[config.mk]
export PLATFORM = sky130hd
export DESIGN_NAME = rvfi_imem_fetch_arbiter_flat
export DESIGN_NICKNAME = d
export VERILOG_FILES = /design/src/rtl/rvfi_imem_fetch_arbiter_if.sv /design/src/rtl/rvfi_imem_fetch_arbiter.sv /design/src/flat_wrapper.sv
export SDC_FILE = /design/constraint.sdc
export NUM_CORES = 1
export LEC_CHECK = 0
export ABC_AREA = 1
export BUFFER_PORTS_ARGS = -buffer_cell sky130_fd_sc_hd__buf_2
export CORE_MARGIN = 2
export CORE_UTILIZATION = 52
export DETAILED_ROUTE_END_ITERATION = 6
export PLACE_DENSITY = 0.91
export REMOVE_ABC_BUFFERS = 1
export SKIP_CTS_REPAIR_TIMING = 1
export SYNTH_ARGS = -nofsm -noshare
export SYNTH_HDL_FRONTEND = slang
export SYNTH_SLANG_ARGS = --single-unit
[constraint.sdc]
create_clock -name clk -period 5.6 [get_ports clk]
set_input_delay 0.84 -clock clk [delete_from_list [all_inputs] [get_ports clk]]
set_output_delay 0.84 -clock clk [all_outputs]
set_load 0.01 [all_outputs]
[src/rtl/rvfi_imem_fetch_arbiter_if.sv]
// ============================================================================
// Module      : rvfi_imem_fetch_arbiter_if
// Description : Requester, backing-port and symbolic-halfword bundle for the
//               instruction-fetch arbiter.
// Revision    : 1.0 - initial release
// ============================================================================
`default_nettype none

interface rvfi_imem_fetch_arbiter_if #(
    parameter int XLEN = 32,
    parameter int NREQ = 2
);
    logic [NREQ-1:0]      req;
    logic [NREQ*XLEN-1:0] req_addr;
    logic [NREQ-1:0]      gnt;
    logic [NREQ-1:0]      rvalid;
    logic [31:0]          rdata;
    logic                 rerr;

    logic                 mem_req;
    logic [XLEN-1:0]      mem_addr;
    logic                 mem_gnt;
    logic                 mem_rvalid;
    logic [31:0]          mem_rdata;

    logic [XLEN-1:0]      imem_addr;
    logic [15:0]          imem_data;
    logic                 busy;

    // Environment side: requesters, backing memory and formal symbols.
    modport master (
        output req, req_addr, mem_gnt, mem_rvalid, mem_rdata, imem_addr, imem_data,
        input  gnt, rvalid, rdata, rerr, mem_req, mem_addr, busy
    );

    // Arbiter side.
    modport slave (
        input  req, req_addr, mem_gnt, mem_rvalid, mem_rdata, imem_addr, imem_data,
        output gnt, rvalid, rdata, rerr, mem_req, mem_addr, busy
    );
endinterface

`default_nettype wire

[src/rtl/rvfi_imem_fetch_arbiter.sv]
// ============================================================================
// Module      : rvfi_imem_fetch_arbiter
// Description : Round-robin arbiter sharing one instruction-memory port among
//               NREQ fetch requesters, overlaying the symbolic halfword onto
//               returned words. Optional WAIT timeout:
//               RISCV_FORMAL_IMEM_ARB_TIMEOUT_EN.
// Revision    : 1.0 - initial release
// ============================================================================
`default_nettype none

module rvfi_imem_fetch_arbiter #(
    parameter int XLEN    = 32,
    parameter int NREQ    = 2,
    parameter int MAX_LAT = 15
) (
    input  wire logic               clk,
    input  wire logic               reset,
    rvfi_imem_fetch_arbiter_if.slave bus
);

    localparam int PTR_W = (NREQ > 1) ? $clog2(NREQ) : 1;

    if (NREQ < 1 || NREQ > 8) begin : g_bad_nreq
        $error("rvfi_imem_fetch_arbiter: NREQ must be 1..8");
    end
    if (MAX_LAT < 1 || MAX_LAT > 255) begin : g_bad_max_lat
        $error("rvfi_imem_fetch_arbiter: MAX_LAT must be 1..255");
    end

    typedef enum logic [1:0] {
        IDLE  = 2'd0,
        ISSUE = 2'd1,
        WAIT  = 2'd2,
        RESP  = 2'd3
    } state_t;

    state_t            state;
    logic [PTR_W-1:0]  rr_ptr;
    logic [PTR_W-1:0]  owner;
    logic [XLEN-1:0]   addr;
    logic              mem_req_q;
    logic              busy_q;
    logic [NREQ-1:0]   rvalid_q;
    logic [31:0]       rdata_q;
    logic              rerr_q;

    logic              win_found;
    logic [PTR_W-1:0]  win_idx;
    logic [XLEN-1:0]   req_addr_win;
    logic [XLEN-1:0]   addr_plus2;
    logic [31:0]       word;
    logic [NREQ-1:0]   owner_oh;
    logic [PTR_W-1:0]  ptr_next;

    // First asserted request scanning upward from rr_ptr, wrapping at NREQ.
    always_comb begin
        logic [PTR_W:0] pos;
        win_found = 1'b0;
        win_idx   = '0;
        pos       = '0;
        for (int k = 0; k < NREQ; k++) begin
            pos = {1'b0, rr_ptr} + (PTR_W+1)'(k);
            if (pos >= (PTR_W+1)'(NREQ)) begin
                pos = pos - (PTR_W+1)'(NREQ);
            end
            if (!win_found && bus.req[pos[PTR_W-1:0]]) begin
                win_found = 1'b1;
                win_idx   = pos[PTR_W-1:0];
            end
        end
    end

    always_comb begin
        req_addr_win = '0;
        for (int k = 0; k < NREQ; k++) begin
            if (win_idx == PTR_W'(k)) begin
                req_addr_win = bus.req_addr[k*XLEN +: XLEN];
            end
        end
    end

    // Address arithmetic wraps at 2^XLEN, so a fetch at the top halfword
    // still matches a symbolic address of zero in its upper half.
    assign addr_plus2 = addr + XLEN'(2);

    always_comb begin
        word = bus.mem_rdata;
        if (addr == bus.imem_addr) begin
            word[15:0] = bus.imem_data;
        end else if (addr_plus2 == bus.imem_addr) begin
            word[31:16] = bus.imem_data;
        end
    end

    assign owner_oh = NREQ'(1) << owner;
    assign ptr_next = (owner == PTR_W'(NREQ-1)) ? '0 : owner + PTR_W'(1);

`ifdef RISCV_FORMAL_IMEM_ARB_TIMEOUT_EN
    logic [7:0] wait_cnt;
`endif

    always_ff @(posedge clk or posedge reset) begin
        if (reset) begin
            state     <= IDLE;
            rr_ptr    <= '0;
            owner     <= '0;
            addr      <= '0;
            mem_req_q <= 1'b0;
            busy_q    <= 1'b0;
            rvalid_q  <= '0;
            rdata_q   <= '0;
            rerr_q    <= 1'b0;
`ifdef RISCV_FORMAL_IMEM_ARB_TIMEOUT_EN
            wait_cnt  <= '0;
`endif
        end else begin
            rvalid_q <= '0;
            rdata_q  <= '0;
            rerr_q   <= 1'b0;
            case (state)
                IDLE: begin
                    if (win_found) begin
                        owner     <= win_idx;
                        addr      <= req_addr_win & {{(XLEN-1){1'b1}}, 1'b0};
                        mem_req_q <= 1'b1;
                        busy_q    <= 1'b1;
                        state     <= ISSUE;
                    end
                end
                ISSUE: begin
                    if (bus.mem_gnt) begin
                        mem_req_q <= 1'b0;
                        state     <= WAIT;
`ifdef RISCV_FORMAL_IMEM_ARB_TIMEOUT_EN
                        wait_cnt  <= '0;
`endif
                    end
                end
                WAIT: begin
                    if (bus.mem_rvalid) begin
                        rvalid_q <= owner_oh;
                        rdata_q  <= word;
                        state    <= RESP;
                    end
`ifdef RISCV_FORMAL_IMEM_ARB_TIMEOUT_EN
                    // The count reaches MAX_LAT on this cycle's increment.
                    else if (wait_cnt == 8'(MAX_LAT-1)) begin
                        rvalid_q <= owner_oh;
                        rerr_q   <= 1'b1;
                        state    <= RESP;
                    end else begin
                        wait_cnt <= wait_cnt + 8'd1;
                    end
`endif
                end
                RESP: begin
                    rr_ptr <= ptr_next;
                    busy_q <= 1'b0;
                    state  <= IDLE;
                end
                default: begin
                    state <= IDLE;
                end
            endcase
        end
    end

    assign bus.gnt      = (state == IDLE && win_found) ? (NREQ'(1) << win_idx) : '0;
    assign bus.rvalid   = rvalid_q;
    assign bus.rdata    = rdata_q;
    assign bus.mem_req  = mem_req_q;
    assign bus.mem_addr = addr;
    assign bus.busy     = busy_q;
`ifdef RISCV_FORMAL_IMEM_ARB_TIMEOUT_EN
    assign bus.rerr     = rerr_q;
`else
    assign bus.rerr     = 1'b0;
`endif

endmodule

`default_nettype wire
[src/flat_wrapper.sv]
// flat-port wrapper written by rule: the top's interface ports become plain ports
module rvfi_imem_fetch_arbiter_flat 
#(
    parameter int XLEN    = 32,
    parameter int NREQ    = 2,
    parameter int MAX_LAT = 15
)
  (clk, reset, bus_req, bus_req_addr, bus_mem_gnt, bus_mem_rvalid, bus_mem_rdata, bus_imem_addr, bus_imem_data, bus_gnt, bus_rvalid, bus_rdata, bus_rerr, bus_mem_req, bus_mem_addr, bus_busy);
  rvfi_imem_fetch_arbiter_if #(.XLEN(XLEN), .NREQ(NREQ)) bus_i ();
  input  wire logic clk;
  input  wire logic reset;
  input wire logic [$bits(bus_i.req)-1:0] bus_req;
  input wire logic [$bits(bus_i.req_addr)-1:0] bus_req_addr;
  input wire logic [$bits(bus_i.mem_gnt)-1:0] bus_mem_gnt;
  input wire logic [$bits(bus_i.mem_rvalid)-1:0] bus_mem_rvalid;
  input wire logic [$bits(bus_i.mem_rdata)-1:0] bus_mem_rdata;
  input wire logic [$bits(bus_i.imem_addr)-1:0] bus_imem_addr;
  input wire logic [$bits(bus_i.imem_data)-1:0] bus_imem_data;
  output wire logic [$bits(bus_i.gnt)-1:0] bus_gnt;
  output wire logic [$bits(bus_i.rvalid)-1:0] bus_rvalid;
  output wire logic [$bits(bus_i.rdata)-1:0] bus_rdata;
  output wire logic [$bits(bus_i.rerr)-1:0] bus_rerr;
  output wire logic [$bits(bus_i.mem_req)-1:0] bus_mem_req;
  output wire logic [$bits(bus_i.mem_addr)-1:0] bus_mem_addr;
  output wire logic [$bits(bus_i.busy)-1:0] bus_busy;
  assign bus_i.req = bus_req;
  assign bus_i.req_addr = bus_req_addr;
  assign bus_i.mem_gnt = bus_mem_gnt;
  assign bus_i.mem_rvalid = bus_mem_rvalid;
  assign bus_i.mem_rdata = bus_mem_rdata;
  assign bus_i.imem_addr = bus_imem_addr;
  assign bus_i.imem_data = bus_imem_data;
  assign bus_gnt = bus_i.gnt;
  assign bus_rvalid = bus_i.rvalid;
  assign bus_rdata = bus_i.rdata;
  assign bus_rerr = bus_i.rerr;
  assign bus_mem_req = bus_i.mem_req;
  assign bus_mem_addr = bus_i.mem_addr;
  assign bus_busy = bus_i.busy;
  rvfi_imem_fetch_arbiter #(.XLEN(XLEN), .NREQ(NREQ), .MAX_LAT(MAX_LAT)) u_core (.clk(clk), .reset(reset), .bus(bus_i));
endmodule
==> metrics.md <==
| Metric | Value |
|---|---|
| # diodes | 0 |
| GP Congestion | 0.9410 |
| Clk root buf | clkbuf_8 |
| Leading area contributor after synthesis | dfrtp_1 |
| Met1 Resource Use GR | 35.78% |
| Max-cap violations | 0 |
| Critical Path RT | 4760 ps |
| Worst Path Arrival | 2940 ps |
| Worst Hold Class | flop to flop |
| Vias/cell | 4.939 |
| Drt wl/cell | 13.70 microns |
| Tcrit/Tclk final | 67.52% |
| Total Nets Final | 1134 |
| Clock share of power | 18.5% |
| Die H | 101.8 microns |
| RSZ-0062 raised after global routing | no |
| Final ANT Viol Nets | 0 |
| Layout cells sized above 1 | 27.98% |
| Top cells by area, synth | dfrtp_1 (36%), nand2_1 (22%), inv_1 (9.2%) |
| Pin count of the biggest net entering global routing | 72 |
| 1st-pass router iterations | 5 |
| Die footprint | 10360 sq um |
| Drt initial violations | 299 |
| Commonest cells in the synthesized netlist | nand2_1 (290), inv_1 (122), nor2_1 (79) |
| First-pass GRT wire length | 23760 microns |
| Final Setup Violations | 0 |
| Count leader, synth | nand2_1 |
| Yosys warns | 0 |
| Slew margin rel. | 38.62% |
| Leakage power | 3.715 nW |
| Gr busiest metal | met2 |
| Setup TNS | 0 ps |
| FMAX | 0.2645 GHz |
| Gr usage total | 29.46% |
| Sw frac | 46.40% |
| Area Overhead vs Synth | 28.63% |
| Final Max Tran Viols | 0 |
| Met3 capacity usage during global routing | 7.591% |
| Cell area after layout | 6397 sq um |
| Via count | 5492 |
| Syn_area_per_cell | 6.493 sq um |
| Startpoint type of the worst setup path | flop |
| Slew of the pin with the lowest slew margin | 920.8 ps |
| CTS Buf Count | 9 |
| Clock Path Buffers | 2 |
| Final Util | 69.23% |
| Synth unique cells | 30 |
| Post-Syn Instances | 766 |
| # H-tree levels | 3 |
| Vias in the first global route | 5336 |
| Residual DRC count | 0 |
| Syn Std Cell Area | 4974 sq um |
| Minimum clock period | 3781 ps |
| Placement Cell Area | 6170 sq um |
| Final hold vios | 0 |
| I/O Buffers | 216 |
| CP Class | flop to primary output |
| Seq/Total Area, Yosys | 35.72% |
| Logic pwr share | 48.3% |
| Global-route met2 utilization | 51.27% |
| Post-route setup slack | 1819 ps |
| Detailed placement HPWL | 11580 microns |
| Top_reg_cell synth | dfrtp_1 |
| Number of core rows | 35 |
| Fin cells | 1112 |
| Cell-internal power | 0.001420 W |
| FFs w/ async S/R, synth | 100.0% |
| Clk slew on worst S/H paths | 80 ps |
| Io pins | 221 |
| Placed cells | 1096 |
| Number of synthesized flops with an enable pin | 0 |
| Final WL | 15230 microns |
| Worst-Skew Late Latency | 360 ps |
| Worst slack, placed | 1933 ps |
| Overflow after GRT | 0 |
| Maximum VDD drop | 0.2633 mV |
| CTS sink count | 71 |
| CTS tree | built |
| Initial Util | 53.83% |
| Sw power | 0.001229 W |
| Run status | completed |
| Worst setup EP type | primary output |
| Core area | 9240 sq um |
| Synth top area share | 35.72% |
| Reg power frac | 33.2% |
| Synth Register Bits | 71 |
| Die X | 101.8 microns |
| Pwr dens | 414.0 nW/um^2 |
| Initial antenna violation count | 0 |
| Clock skew | 11.97 ps |
| Crit Path Max Fanout | 32 |
worst max-delay path, cell delays in order, from the launching register on:
cell	delay, ps
dfrtp_1	410
inv_1	130
ha_1	180
inv_1	70
nor2_1	110
buf_4	240
clkinv_1	560
a21oi_4	290
buf_4	380
buf_2	210
metal layers:
metal	part of all wire, %	up-vias
met4	1.8	0
met1	41	2466
met2	49	231
met5	0	-
li1	-	2764
met3	8.0	31
flip-flops by register name, indices dropped and copies added, names as in the netlist:
signal,cells
u_core.bus.rdata,32
u_core.bus.mem_req,1
u_core.bus.busy,1
u_core.owner,1
u_core.rr_ptr,1
u_core.bus.mem_addr,31
u_core.bus.rvalid,2
u_core.state,2
path summary, 6_finish.rpt:
| path | start | to | slack [ps] | cells after the start |
|---|---|---|---|---|
| max | u_core.state[0] | bus_gnt[0] | 1820 | 9 |
| min | u_core.owner | u_core.bus.rvalid[0] | 470 | 1 |
| max reg2reg | u_core.bus.mem_addr[2] | u_core.bus.rdata[31] | 2730 | 15 |
| min reg2reg | u_core.owner | u_core.bus.rvalid[0] | 470 | 1 |
| max in group asynchronous | reset | u_core.bus.mem_addr[28] | 4260 | 3 |
| min in group asynchronous | reset | u_core.bus.mem_addr[15] | 760 | 3 |
logic make-up (layout without fill, tap and decap cells):
kind of cell | Yosys count | count (layout) | share of synthesized area, %
AO/OA/AOI/OAI | 62 | 62 | 7.271
XOR/XNOR | 18 | 18 | 3.170
adder cells (fa/ha/maj) | 6 | 6 | 1.509
buffers and inverters | 146 | 362 | 11.40
flip-flops | 71 | 71 | 35.72
other | 1 | 2 | 0.07540
AND/OR/NAND/NOR | 462 | 462 | 40.86
area by class of cell:
cell class / instances / area, sq um
tap: 129 / 161.4
fill: 829 / 2843
timing repair buffer: 220 / 1111
clock inverter: 7 / 103.9
clock buffer: 9 / 123.9
inverter: 126 / 473.0
sequential: 71 / 1777
multi-input combinational: 550 / 2648
stage by stage:
| step | hold slack [ps] | total power, W |
|---|---|---|
| final | 467.1 | 0.002649 |
| after global routing | 476.7 | 0.002863 |
| after CTS | 459.1 | 0.002642 |
| after detailed placement | 454.5 | 0.002152 |
| after global placement | 445.5 | 0.002116 |
| after floorplan | 419.2 | 0.001683 |
cells in the final DEF (no fill, tap or decap), drive strengths merged, types with 5 or more instances in the layout:
cell / netlist / final
nand2: 306 / 306
buf: 7 / 220
inv: 125 / 128
nor2: 91 / 91
dfrtp: 71 / 71
nand3: 44 / 44
o21ai: 22 / 22
nand4: 19 / 19
a21oi: 19 / 19
xnor2: 18 / 18
o211ai: 15 / 15
clkbuf: 13 / 9
ha: 6 / 6
o21bai: 5 / 5
power by group through the flow:
stage	logic, W	clock network, W	registers, W
after global placement	0.00124	0	0.000878
final	0.00128	0.000490	0.000880
after CTS	0.00128	0.000490	0.000875
after floorplan	0.000765	0	0.000918
after global routing	0.00145	0.000512	0.000906
after detailed placement	0.00127	0	0.000883
No activity file was read; power rests on OpenSTA's default activity.
